--- config.mk ---
export PLATFORM = sky130hd
export DESIGN_NAME = weight_fetch_ctrl
export DESIGN_NICKNAME = d
export VERILOG_FILES = /design/src/rtl/weight_fetch_ctrl.sv
export SDC_FILE = /design/constraint.sdc
export NUM_CORES = 1
export LEC_CHECK = 0
export CAP_MARGIN = 20
export CELL_PAD_IN_SITES_DETAIL_PLACEMENT = 2
export CELL_PAD_IN_SITES_GLOBAL_PLACEMENT = 2
export CORE_MARGIN = 2
export CORE_UTILIZATION = 31
export CTS_CLUSTER_DIAMETER = 80
export DETAILED_ROUTE_END_ITERATION = 16
export GPL_TIMING_DRIVEN = 1
export PLACE_DENSITY_LB_ADDON = 0.15
export SYNTH_ARGS = -nofsm -noshare
export SYNTH_HDL_FRONTEND = slang
export SYNTH_SLANG_ARGS = --single-unit
--- constraint.sdc ---
create_clock -name Clock -period 3.5 [get_ports Clock]
set_input_delay 0.7 -clock Clock [delete_from_list [all_inputs] [get_ports Clock]]
set_output_delay 0.7 -clock Clock [all_outputs]
set_load 0.05 [all_outputs]
--- src/rtl/weight_fetch_ctrl.sv ---
`default_nettype none
// ============================================================================
// Module   : weight_fetch_ctrl
// Brief    : Streams a contiguous run of weights out of the weight RAM using
//            N-word burst reads, one weight per valid/ready transfer.
// Revision : 1.0 - initial release
// ============================================================================
module weight_fetch_ctrl #(
    parameter int N     = 10,
    parameter int W     = 10,
    parameter int AW    = 7,
    parameter int DEPTH = 65
) (
    input  logic            Clock,
    input  logic            Rst,
    input  logic            Start,
    input  logic [AW-1:0]   BaseAddr,
    input  logic [AW-1:0]   Count,
    output logic            Busy,
    output logic            Done,
    output logic            Err,
    output logic [AW-1:0]   Address,
    output logic            WE,
    input  logic [N*W-1:0]  Q,
    output logic [W-1:0]    WOut,
    output logic            WValid,
    input  logic            WReady,
    output logic [AW-1:0]   WIndex
);

    localparam int              c_PW     = (N > 1) ? $clog2(N) : 1;
    localparam logic [AW-1:0]   c_MAXA   = AW'(DEPTH - N);
    localparam logic [AW-1:0]   c_NW     = AW'(N);
    localparam logic [AW:0]     c_DEPTHX = (AW+1)'(DEPTH);

    localparam logic [2:0] S_IDLE   = 3'd0;
    localparam logic [2:0] S_REQ    = 3'd1;
    localparam logic [2:0] S_CAP    = 3'd2;
    localparam logic [2:0] S_STREAM = 3'd3;
    localparam logic [2:0] S_DONE   = 3'd4;

    logic [2:0]      r_state;
    logic [2:0]      w_state_nxt;
    logic [AW-1:0]   r_next;
    logic [AW-1:0]   r_rem;
    logic [AW-1:0]   r_len;
    logic [AW-1:0]   r_cnt;
    logic [c_PW-1:0] r_off;
    logic [c_PW-1:0] r_ptr;
    logic [AW-1:0]   r_addr;
    logic [AW-1:0]   r_index;
    logic            r_err;
    logic [W-1:0]    r_buf [N];

    logic [AW:0]     w_sum;
    logic            w_bad;
    logic [AW-1:0]   w_a;
    logic [c_PW-1:0] w_off;
    logic [AW-1:0]   w_room;
    logic [AW-1:0]   w_len;
    logic            w_last;

    // Reads are clamped so a whole burst always stays inside the RAM.
    always_comb begin
        w_sum  = {1'b0, BaseAddr} + {1'b0, Count};
        w_bad  = (Count == '0) || (w_sum > c_DEPTHX);
        w_a    = (r_next > c_MAXA) ? c_MAXA : r_next;
        w_off  = c_PW'(r_next - w_a);
        w_room = c_NW - AW'(w_off);
        w_len  = (r_rem < w_room) ? r_rem : w_room;
        w_last = (r_cnt == (r_len - 1'b1));
    end

    always_ff @(posedge Clock) begin
        if (Rst) begin
            r_state <= S_IDLE;
        end else begin
            r_state <= w_state_nxt;
        end
    end

    always_comb begin
        w_state_nxt = r_state;
        case (r_state)
            S_IDLE:   if (Start && !w_bad) w_state_nxt = S_REQ;
            S_REQ:    w_state_nxt = S_CAP;
            S_CAP:    w_state_nxt = S_STREAM;
            S_STREAM: begin
                if (WReady && w_last) begin
                    w_state_nxt = (r_rem == AW'(1)) ? S_DONE : S_REQ;
                end
            end
            S_DONE:   w_state_nxt = S_IDLE;
            default:  w_state_nxt = S_IDLE;
        endcase
    end

    always_ff @(posedge Clock) begin
        if (Rst) begin
            r_next  <= '0;
            r_rem   <= '0;
            r_len   <= '0;
            r_cnt   <= '0;
            r_off   <= '0;
            r_ptr   <= '0;
            r_addr  <= '0;
            r_index <= '0;
            r_err   <= 1'b0;
        end else begin
            r_err <= 1'b0;
            case (r_state)
                S_IDLE: begin
                    if (Start) begin
                        if (w_bad) begin
                            r_err <= 1'b1;
                        end else begin
                            r_next  <= BaseAddr;
                            r_rem   <= Count;
                            r_index <= '0;
                        end
                    end
                end
                S_REQ: begin
                    r_addr <= w_a;
                    r_off  <= w_off;
                    r_len  <= w_len;
                end
                S_CAP: begin
                    r_ptr <= r_off;
                    r_cnt <= '0;
                end
                S_STREAM: begin
                    if (WReady) begin
                        r_ptr   <= r_ptr + 1'b1;
                        r_index <= r_index + 1'b1;
                        r_rem   <= r_rem - 1'b1;
                        r_cnt   <= r_cnt + 1'b1;
                        if (w_last) r_next <= r_next + r_len;
                    end
                end
                default: ;
            endcase
        end
    end

    // Burst buffer carries no reset; it is only read after a capture.
    always_ff @(posedge Clock) begin
        if (r_state == S_CAP) begin
            for (int k = 0; k < N; k++) begin
                r_buf[k] <= Q[k*W +: W];
            end
        end
    end

    always_comb begin
        Busy    = (r_state == S_REQ) || (r_state == S_CAP) || (r_state == S_STREAM);
        Done    = (r_state == S_DONE);
        Err     = r_err;
        WE      = 1'b0;
        WValid  = (r_state == S_STREAM);
        WOut    = (r_state == S_STREAM) ? r_buf[r_ptr] : '0;
        WIndex  = r_index;
        Address = (r_state == S_REQ) ? w_a : r_addr;
    end

endmodule
`default_nettype wire

; ---- Word level (Yosys, flattened, before mapping)
; Memory sizes are Yosys's and may differ from the RTL's. A register that Yosys moved wholly into a read port is not among the register bits.
; Index checks and enable logic that the tools add are counted.
[word_totals]
reg_bits = 54
mem_bits_rw = 100
out_inout_bits = 29
word_cells = 82
memories = 1
[classes]
n_addsub = 9
order_cmp = 3
eq_ne = 12
mux = 30
n_bitwise = 2
n_reduce_logical = 15
[mem_list]
columns = memory, depth, width, rd, rd_clocked_by_memory_dff, write_ports, line_no
row1 = r_buf, 10, 10, 1, 1, 10, 53  ; logic [W-1:0] r_buf [N];
[ops]
columns = op, n
row1 = $mux W7, 14
row2 = $pmux W7 S2, 4
row3 = $add A7 B1 Y7 const B, 2
row4 = $sub A7 B1 Y7 const B, 2
row5 = $mux W4, 3
row6 = $pmux W3 S4, 1
row7 = $mux W10, 1
row8 = $mux W3, 3
row9 = $add A7 B7 Y8, 1
row10 = $gt A8 B7 Y1 const B, 1
row11 = $pmux W4 S2, 1
row12 = $add A7 B7 Y7, 1
row13 = $eq A7 B1 Y1 const B, 1
row14 = $eq A7 B7 Y1, 1
row15 = $gt A7 B6 Y1 const B, 1
row16 = $logic_not A7 Y1, 1
row17 = $lt A7 B7 Y1, 1
row18 = $eq A3 B2 Y1 const B, 2
row19 = $ne A2 B1 Y1 const B, 3
row20 = $ne A2 B2 Y1 const B, 3
row21 = $reduce_and A5 Y1, 1
row22 = $sub A4 B4 Y5 const A, 1
row23 = $add A4 B1 Y4 const B, 1
row24 = $reduce_and A2 Y1, 2
row25 = other kinds (12), 19

; ---- Logic depth before layout (Yosys ltp)
[logic_depth]
depth_word = 7
depth_mapped = 13

; ---- Least setup slack after synthesis
; No wires, ideal clock.
[synth_path]
kind = register to register
start = register r_state[1]
end = register with a tool-made name
setup_time_ps = 132
t_arrival_ps = 3715
t_required_ps = 3368
slack_ps = -347
path_stages_with_launch = 7
n_path_buf = 1
path_cell_list = dfxtp_1 -> clkbuf_1 -> or3b_2 -> inv_1 -> nor2_1 -> a221oi_1 -> nor2_1
[synth_rtl]
columns = item, line_no
row1 = start: declaration, 42  ; logic [2:0] r_state;
row2 = start signal: assignment, 78  ; r_state <= w_state_nxt;

; ---- Worst setup path in the final report
[layout_path]
start = input port BaseAddr[0]
end = register r_rem[2]
[layout_between]
elab_chain_cells = 5
[layout_lines]
columns = item, line_no
row1 = start: declaration, 17  ; input logic [AW-1:0] BaseAddr,
row2 = $add A7 B7 Y8, 65  ; w_sum = {1'b0, BaseAddr} + {1'b0, Count};
row3 = $gt A8 B7 Y1, 66  ; w_bad = (Count == '0) || (w_sum > c_DEPTHX);
row4 = $logic_or A1 B1 Y1, 66
row5 = $ne A2 B2 Y1 (no source line), --
row6 = $reduce_and A4 Y1 (no source line), --
row7 = end signal: assignment, 118  ; r_rem <= Count;
row8 = end signal: assignment, 136  ; r_rem <= r_rem - 1'b1;
row9 = end: declaration, 45  ; logic [AW-1:0] r_rem;
; Every way passes these cells.
; A chain may end at the register's enable or synchronous reset.

==> flow_summary.toml <==
[placed_design]
dp_hpwl_mm = 18.6
place.gp.congestion = 0.835
port_buffers = 145
post-place-ws_ps = -405

[timing]
slew_headroom = 0.558
finalMaxSlewViolations = 0
max_freq_mhz = 299
post-route-min-period_ps = 3350
worst_pin_slew_ps = 658
period_share = 0.957
fin_skew_ps = 9.55
setup_tns_ps = 0
final_hold_viol_count = 0
grt_setup_unrepaired = "yes"
worst_slack_ps = 150
setup_viol = 0

[synthesis]
synth_nets = 792
yosysMostFrequentCell = "edfxtp_1"
yosysWarnings = 0
synth-edff-count = 100
synthTopCellsByArea = "edfxtp_1 (39%), dfxtp_1 (15%), mux4_2 (5.9%)"
yosys_most_used_dff = "edfxtp_1"
synthTopCellsByCount = "edfxtp_1 (100), dfxtp_1 (58), nand2_1 (51)"
netlist_area_um2 = 7630
seq_area_frac_synth = 0.546
synthArstFlopShare = 0
synth_top_cell_by_area = "edfxtp_1"
yosysTopAreaCellShare = 0.394
post_synth_num_cell_types = 74
netlist_instances = 644
yosys_register_bits = 158
synth.avg_cell_area_um2 = 11.8

[status]
status = "completed"

[setup_path]
rr_worst_depth = 14
r2r_slack_ps = 180
worstSetupEndpoint = "r_rem[2]$_SDFFE_PP0P_"
r2r_end = "r_len[3]$_SDFFE_PP0N_"
critPathMaxStageDelay_ps = 470
crit_path_top_delay_cell = "clkdlybuf4s50_1"
cp-end-kind = "register"
critPathLaunchType = "input port"
path_buf_inv = 3
startpoint = "BaseAddr[0]"
crit_family = "compound AO/OA/AOI/OAI gates"
path_max_fanout = 16
arrival_ps = 3670
crit_cells = 11
criticalPathCategory = "in2reg"
crit_chain = "clkdlybuf4s50_1, ha_1, fa_1, a211oi_2, nor4b_1, a311oi_2, a311oi_2, buf_4, buf_4, or2_1, o32ai_1"
required_ps = 3820
reg2reg_from = "r_next[3]$_SDFFE_PP0P_"

[global_routing]
grt_use_total = 0.196
antenna_found_initial = 2
grt_pass1_vias = 6709
grt_max_degree = 101
grt_pass1_wl_mm = 39.0
overflow = 0

[drt]
wl_per_cell_um = 21.6
route.vias.total = 5911
wirelength_mm = 24.8
drc = 0
antenna_left = 0
drt-initial-drc-count = 343
firstDrtPassIters = 4
viasPerCell = 5.14

[cts]
clock_path_buffers = 2
clock-sinks = 158
clock-root-buffer = "clkbuf_16"
cts_tree = "done"
clk_pin_slew_ps = 70
insertion_delay_ps = 430
post-cts-setup-buffer-count = 0
cts_max_level = 4
numCtsBuffers = 17
postCtsHoldBufs = 0

[power]
ir_worst_vdd_mv = 0.310
p_leak_uw = 0.00363
powerDensity_nw_per_um2 = 701

[layout]
layout-drive-gt1-share = 0.163
syn_to_final_growth_pct = 35.6
nets = 959
n_fill_cell = 2516

[floorplanning]
die_w_um = 161
initial_core_util = 0.315
fp.dieH_um = 161
core-area_um2 = 24200
rows = 57
pin_count = 147
dieArea_um2 = 25900

[min_path]
hold_class = "reg2reg"

[run]
max-cap-violations = 0
## metal layers
metal,global-route usage,vias up,wire length [µm]
li1,-,2787,-
met1,0.261,2998,11300
met2,0.335,105,12400
met3,0.0315,21,735
met4,0.0479,0,342
met5,0,-,0
## state kept, by name (all words and copies together), names as in the netlist, named ones only
register,cells
r_next,7
r_ptr,4
r_buf,100
Err,1
r_addr,7
r_state,3
WIndex,7
r_rem,7
r_len,7
r_off,4
r_cnt,7
## power breakdown
| group | internal [µW] | switching [µW] | leakage [µW] |
|---|---|---|---|
| logic | 1140 | 1570 | 0.00196 |
| clock network | 1010 | 832 | 0.000280 |
| registers | 2450 | 259 | 0.00139 |
## worst min path at each step
stage	startpoint	endpoint	slack (ps)	cells after the start
after floorplan	r_off[0]$_SDFFE_PP0N_	r_off[0]$_SDFFE_PP0N_	440	2
after global placement	r_addr[0]$_SDFF_PP0_	r_addr[0]$_SDFF_PP0_	450	2
after detailed placement	r_addr[2]$_SDFF_PP0_	r_addr[2]$_SDFF_PP0_	460	2
after CTS	r_addr[2]$_SDFF_PP0_	r_addr[2]$_SDFF_PP0_	470	2
after global routing	r_addr[2]$_SDFF_PP0_	r_addr[2]$_SDFF_PP0_	490	2
final	r_addr[2]$_SDFF_PP0_	r_addr[2]$_SDFF_PP0_	470	2
## cells in the final DEF (no fill, tap or decap), drive strengths merged, types with 6 or more instances in the layout
master         count
clkbuf            17
a211oi            25
o21ai             34
nand3              8
a21oi             32
nand2             52
inv               22
dfxtp             58
edfxtp           100
buf               49
nand4              6
nor2b             18
and2               8
o31ai              6
mux4              20
xor2               8
xnor2             11
ha                28
a311oi             6
mux2i             16
nor2              51
nor3              18
clkdlybuf4s50    132
## cell families (layout without fill, tap and decap cells)
| logic type | count (synthesis) | in the layout | synth area share |
|---|---|---|---|
| muxes | 41 | 41 | 0.0894 |
| buffers and inverters | 48 | 228 | 0.0259 |
| AOI/OAI and AO/OA | 148 | 148 | 0.134 |
| adders and majority gates | 30 | 30 | 0.0512 |
| xor gates and xnor gates | 19 | 19 | 0.0218 |
| other | 1 | 2 | 0.000492 |
| and+or+nand+nor | 199 | 199 | 0.132 |
| DFF | 158 | 158 | 0.546 |
## through the flow
step                      std cells  total power (µW)   util  area [µm²]  hold WS [ps]
after global placement         1116              5140  0.400        9700           447
after floorplan                 644              4280      -        7630           436
final                          1149              7250  0.426       10300           472
after CTS                      1148              7200  0.424       10300           475
after global routing           1149              7660  0.426       10300           493
after detailed placement       1116              5300  0.400        9700           464
## worst min-delay path: cells and delay by family (launching register included)
family | cells | cell delay [ps]
DFF | 1 | 300
and+or+nand+nor | 1 | 70
AOI/OAI and AO/OA | 1 | 60
## repair_timing
item / 4_1_cts / 5_1_grt
gates resized for setup: 2 / 10
endpoints found under the setup margin: 6 / 16
pin swaps: 0 / 1
## area by class of cell
cell class / instances / area (µm²) / area share
Antenna cell: 1 / 2.50 / 0.000242
Sequential cell: 158 / 4170 / 0.403
Inverter: 15 / 60.1 / 0.00581
Tap cell: 324 / 405 / 0.0392
Clock buffer: 17 / 425 / 0.0411
Clock inverter: 15 / 151 / 0.0146
Timing Repair Buffer: 181 / 1800 / 0.174
Multi-Input combinational cell: 438 / 3330 / 0.322
Power figures use the tool's default switching activity.
